## config.mk

```make
export PLATFORM = sky130hd
export DESIGN_NAME = enc_pkt_sched
export DESIGN_NICKNAME = d
export VERILOG_FILES = /design/src/rtl/enc_pkt_sched.sv
export SDC_FILE = /design/constraint.sdc
export NUM_CORES = 1
export LEC_CHECK = 0
export CORE_MARGIN = 3
export CORE_UTILIZATION = 46
export DETAILED_ROUTE_END_ITERATION = 7
export PLACE_DENSITY = 0.76
export SETUP_SLACK_MARGIN = 0.05
export SYNTH_ARGS = -nofsm -noshare
export SYNTH_HDL_FRONTEND = slang
export SYNTH_SLANG_ARGS = --single-unit
```

## constraint.sdc

```tcl
create_clock -name clk -period 1.83 [get_ports clk]
set_clock_uncertainty 0.2 [all_clocks]
set_input_delay 0.549 -clock clk [delete_from_list [all_inputs] [get_ports clk]]
set_output_delay 0.549 -clock clk [all_outputs]
set_load 0.005 [all_outputs]
```

## src/rtl/enc_pkt_sched.sv

```systemverilog
// Two-requester packet scheduler feeding an 8b/10b encoder: round-robin at packet
// boundaries, K28.1 x4 start framing, K28.5 terminator, comma screening and length cut.
module enc_pkt_sched #(
  parameter int unsigned GAP     = 5,
  parameter int unsigned MAX_LEN = 256
) (
  input  logic       clk,
  input  logic       reset,
  input  logic       req0_valid,
  input  logic [7:0] req0_data,
  input  logic       req0_last,
  output logic       req0_ready,
  input  logic       req1_valid,
  input  logic [7:0] req1_data,
  input  logic       req1_last,
  output logic       req1_ready,
  output logic       enc_pushin,
  output logic [8:0] enc_datain,
  output logic       enc_startin,
  output logic       grant,
  output logic       busy,
  output logic       err_abort
);

  localparam int unsigned CW = $clog2(MAX_LEN + 1);
  localparam int unsigned GW = (GAP > 1) ? $clog2(GAP) : 1;
  localparam logic [8:0] K28_1 = 9'h13C;
  localparam logic [8:0] K28_5 = 9'h1BC;
  localparam logic [7:0] COMMA = 8'hBC;

  typedef enum logic [2:0] {ST_IDLE, ST_SOP, ST_DATA, ST_EOP, ST_DRAIN, ST_GAP} state_t;

  state_t        state, state_n;
  logic [1:0]    sop_cnt, sop_cnt_n;
  logic [GW-1:0] gap_cnt, gap_cnt_n;
  logic [CW-1:0] pay_cnt, pay_cnt_n;
  logic          abort_pend, abort_pend_n;
  logic          drain_pend, drain_pend_n;
  logic          last_gnt, last_gnt_n;
  logic          grant_n, busy_n, err_abort_n, push_n, start_n;
  logic [8:0]    data_n;
  logic          sel_valid, sel_last;
  logic [7:0]    sel_data;

  always_comb begin
    sel_valid  = grant ? req1_valid : req0_valid;
    sel_data   = grant ? req1_data  : req0_data;
    sel_last   = grant ? req1_last  : req0_last;
    req0_ready = ((state == ST_DATA) || (state == ST_DRAIN)) && !grant;
    req1_ready = ((state == ST_DATA) || (state == ST_DRAIN)) && grant;
  end

  // Outputs are registered from the current state's action, so each word shows up one cycle after its state cycle.
  always_comb begin
    state_n      = state;
    sop_cnt_n    = sop_cnt;
    gap_cnt_n    = gap_cnt;
    pay_cnt_n    = pay_cnt;
    abort_pend_n = abort_pend;
    drain_pend_n = drain_pend;
    last_gnt_n   = last_gnt;
    grant_n      = grant;
    busy_n       = (state != ST_IDLE);
    err_abort_n  = 1'b0;
    push_n       = 1'b0;
    start_n      = 1'b0;
    data_n       = '0;
    case (state)
      ST_IDLE: begin
        if (req0_valid || req1_valid) begin
          grant_n    = (req0_valid && req1_valid) ? ~last_gnt : req1_valid;
          last_gnt_n = grant_n;
          sop_cnt_n  = '0;
          state_n    = ST_SOP;
        end
      end
      ST_SOP: begin
        push_n       = 1'b1;
        data_n       = K28_1;
        start_n      = (sop_cnt == 2'd0);
        sop_cnt_n    = sop_cnt + 2'd1;
        pay_cnt_n    = '0;
        abort_pend_n = 1'b0;
        drain_pend_n = 1'b0;
        if (sop_cnt == 2'd3) state_n = ST_DATA;
      end
      ST_DATA: begin
        if (sel_valid) begin
          // A raw 0xBC would be taken as K28.5 by the encoder, so it ends the frame instead.
          if (sel_data == COMMA) begin
            abort_pend_n = 1'b1;
            drain_pend_n = !sel_last;
            state_n      = ST_EOP;
          end else begin
            push_n    = 1'b1;
            data_n    = {1'b0, sel_data};
            pay_cnt_n = pay_cnt + CW'(1);
            if (sel_last) begin
              state_n = ST_EOP;
            end else if (pay_cnt + CW'(1) == CW'(MAX_LEN)) begin
              abort_pend_n = 1'b1;
              drain_pend_n = 1'b1;
              state_n      = ST_EOP;
            end
          end
        end
      end
      ST_EOP: begin
        push_n      = 1'b1;
        data_n      = K28_5;
        err_abort_n = abort_pend;
        gap_cnt_n   = '0;
        state_n     = drain_pend ? ST_DRAIN : ST_GAP;
      end
      ST_DRAIN: begin
        if (sel_valid && sel_last) state_n = ST_GAP;
      end
      ST_GAP: begin
        gap_cnt_n = gap_cnt + GW'(1);
        if (gap_cnt == GW'(GAP - 1)) state_n = ST_IDLE;
      end
      default: state_n = ST_IDLE;
    endcase
  end

  always_ff @(posedge clk) begin
    if (!reset) begin
      state       <= ST_IDLE;
      sop_cnt     <= '0;
      gap_cnt     <= '0;
      pay_cnt     <= '0;
      abort_pend  <= 1'b0;
      drain_pend  <= 1'b0;
      last_gnt    <= 1'b1;
      grant       <= 1'b0;
      busy        <= 1'b0;
      err_abort   <= 1'b0;
      enc_pushin  <= 1'b0;
      enc_datain  <= '0;
      enc_startin <= 1'b0;
    end else begin
      state       <= state_n;
      sop_cnt     <= sop_cnt_n;
      gap_cnt     <= gap_cnt_n;
      pay_cnt     <= pay_cnt_n;
      abort_pend  <= abort_pend_n;
      drain_pend  <= drain_pend_n;
      last_gnt    <= last_gnt_n;
      grant       <= grant_n;
      busy        <= busy_n;
      err_abort   <= err_abort_n;
      enc_pushin  <= push_n;
      enc_datain  <= data_n;
      enc_startin <= start_n;
    end
  end

endmodule
```

==> impl_results.md <==
* WP data required at between 1500 and 2000 ps
* Yosys top cell by area: dfxtp_1
* Cell Rows at 22
* Failing checks: negative setup slack
* CTS Hold Bufs at 0
* Die Ht at slightly below 70 microns
* Wire length per cell at around 17 microns
* Most frequent cells after synthesis: dfxtp_1 (34), a21oi_1 (30), nand2_1 (27), nor2_1 (23), o21ai_0 (10)
* Status: finished with violations
* Drt first pass iters at 4
* RSZ-0062 raised after global routing: true
* Post-Synthesis Cells at between 200 and 250
* Sw Share at between 30% and 40%
* Multi-input gate area at about 0.0013 sq mm
* Clock buffer depth at 2
* Via count at 2074
* Final hold vios at 0
* Comb power frac at between 20 and 30%
* Asr flop ratio synth at 0%
* Max-cap violation count at 0
* Crit path DAT at 1960 ps
* Sequential area share after synthesis at about 37%
* First DRT Iteration DRCs at 128
* Main combinational cell family by area after synthesis: simple AND/OR/NAND/NOR gates
* Cts bufs inserted at 5
* Area share of the largest cell type after synthesis at a little over a third
* Post-synth EDFFs at 0
* Root Driver: clkbuf_8
* Crit-path cells: buf_6 -> nand4b_1 -> o2111ai_4 -> and3_4 -> nand2_1 -> a31oi_1
* Gr usage total at between 20% and 30%
* Avg Cell Area, Syn at approximately 8.0 sq um
* H-tree depth at 2
* Total clock sinks at 34
* Post-layout util at between 70% and 80%
* CTS tree: yes
* Cell area after synthesis at ~0.0019 sq mm
* Register area at 693 sq um
* Sequential share of power at around two fifths
* Die Area at roughly 0.0048 sq mm
* Top-count cell post-synth: dfxtp_1
* Leakage at about 0.0012 uW
* Ys flop type: dfxtp_1
* Fin crit share at 106%
* Worst-case vdd ir drop at slightly below 0.4 mV
* Syn nets at between 200 and 300
* Synth top area cells: dfxtp_1 (37%), a21oi_1 (8.1%), nand2_1 (5.5%)
* Type of the worst min-delay path: flip-flop to flip-flop
* Port Buffer Count at 37
* Multiplexer share of the synthesized area at 5.86%
* Fin area at between 0.002 and 0.003 sq mm
* Routed wire length at 5920 microns
* CP max-delay cell: o2111ai_4
* Grt ovf at 0
* Post-Synth Simple-Gate Area at a little over a quarter
* Startpoint type of the worst setup path: input pin
* Part of the power in the clock network at between 30% and 40%
* Fin crit period at a little under 2000 ps
* Detailed Place HPWL at around 3700 microns
* Switch Pwr at between 600 and 700 uW
* First-pass GRT wire length at about 8700 microns
* Area share of xor/xnor cells in the synthesized design at less than 1%
* Fill count at approximately 260
* Initial Util at between 40% and 50%
* Max_slew headroom at 72.5%
* Final slew viol count at 0
* Final antenna-violating net count at 0
* Slew @ Worst Pin at about 410 ps
* Fin nets at roughly 330
* Hold WS at slightly below 300 ps
* Clk_lat worst skew at 290 ps
* Crit Path Category: input pin to flip-flop
* # IOs at 38
* Area Growth Syn to Fin at 54.4%
* PD cells at between 700 and 800 mW/mm^2
* Setup TNS at -619 ps
* Diodes inserted at 0
* Share of layout cells above drive strength 1 at a little over a third
* Crit path largest cell delay at ~370 ps
* Worst Setup Slack, final at -119 ps
* R2R Setup Slk at -50 ps
* Post-Synth Adder-Cell Area at 3.37%
* Int Power at around 1400 uW
* Post-synthesis compound-gate area fraction at 22.5%
* Clock transition at path regs at ~70 ps
* DR vias/cell at approximately 5.9
* Final setup viols at 14
* Placed Area at roughly 0.0025 sq mm
* FMAX at 0.513 GHz
* Netlist cell types at 47
* Die X at between 60 and 70 microns
* Largest net degree at the start of global routing at 18
* Worst-path fanout max at 8
* Critical Path End Type: flip-flop
* GPL Wtd Cong at roughly 0.91
* #FFs+latches synth at 34
* Remaining DRCs at 0
* Core region area at between 0.003 and 0.004 sq mm
* Initial antenna violation count at 0
* Yosys warns at 0
* Number of global-route vias before repair at 1893
## routing by layer
| metal | up-vias | share of wire (%) | wire length [microns] | GRT usage [%] |
|---|---|---|---|---|
| met5 | - | 0 | 0 | 0 |
| met2 | 87 | 49 | 2880 | 34.7 |
| met4 | 0 | 2.9 | 172 | 9.54 |
| met3 | 17 | 6.4 | 380 | 5.80 |
| li1 | 971 | - | - | - |
| met1 | 999 | 42 | 2490 | 28.3 |
## final cells by class
cell class / count / share of cell area (%)
Clock buffer: 8 / 3.84
Inverter: 10 / 1.31
Multi-Input combinational cell: 177 / 46.5
Sequential cell: 34 / 24.2
Tap cell: 48 / 2.10
Timing Repair Buffer: 74 / 22.0
## critical path, delay by kind of cell
kind | cells | cell delay (ps)
AOI/OAI and AO/OA | 2 | 560
buffers and inverters | 1 | 90
and+or+nand+nor | 3 | 750
## path summary, 6_finish.rpt
check,startpoint,to,depth (start not counted)
worst max-delay path,req1_data[6],pay_cnt[3],6
worst min-delay path,pay_cnt[8],pay_cnt[8],2
worst max register to register,state[1],pay_cnt[3],6
worst min register to register,pay_cnt[8],pay_cnt[8],2
## per-stage QoR
| step | std cells | power (uW) | worst slack, ps |
|---|---|---|---|
| 2_1_floorplan | 232 | 1120 | -43.9 |
| 3_3_place_gp | 336 | 1330 | -639 |
| 3_5_place_dp | 336 | 1340 | -675 |
| 4_1_cts | 345 | 1990 | -114 |
| 5_1_grt | 351 | 2140 | -197 |
| 6_report | 351 | 2040 | -119 |
## registers in the layout, indices dropped and copies added (netlist names)
register,flops
err_abort,1
drain_pend,1
abort_pend,1
enc_datain,9
pay_cnt,9
gap_cnt,3
enc_pushin,1
grant,1
state,3
busy,1
sop_cnt,2
last_gnt,1
enc_startin,1
## power by group through the flow
stage	clock network, uW	logic (uW)	registers [uW]
2_1_floorplan	0	288	833
3_3_place_gp	0	492	837
3_5_place_dp	0	496	839
4_1_cts	656	513	820
5_1_grt	694	620	826
6_report	651	572	821
## cells in the final DEF, fill, tap and decap left out, types with 3 or more instances in the layout
| cell | n |
|---|---|
| a31oi_1 | 3 |
| dlygate4sd2_1 | 17 |
| mux2i_1 | 3 |
| nor2b_1 | 3 |
| dfxtp_2 | 4 |
| ha_1 | 4 |
| nor3_1 | 5 |
| mux2_2 | 7 |
| nor2_1 | 22 |
| nand2_1 | 22 |
| a21oi_1 | 22 |
| nand4b_1 | 3 |
| a21oi_2 | 8 |
| dfxtp_1 | 28 |
| buf_6 | 8 |
| inv_1 | 9 |
| buf_4 | 28 |
| clkbuf_8 | 8 |
| nand2_4 | 4 |
| and3_1 | 3 |
| nand3_1 | 9 |
| o21ai_0 | 7 |
| nor3_2 | 4 |
| clkdlybuf4s15_1 | 5 |
| buf_2 | 9 |
| o21ai_2 | 3 |
## what timing repair did
item,4_1_cts,5_1_grt
gates resized for setup,94,48
setup endpoints to repair,38,27
buffers inserted,1,6
pin swaps,16,16
## kinds of logic (layout without fill, tap and decap cells)
family / Yosys count / after routing
buffers and inverters: 21 / 92
and+or+nand+nor: 96 / 96
DFF: 34 / 34
xor gates and xnor gates: 1 / 1
AOI/OAI and AO/OA: 65 / 65
muxes: 10 / 10
adders and majority gates: 5 / 5
(Power assumes the default switching activity.)
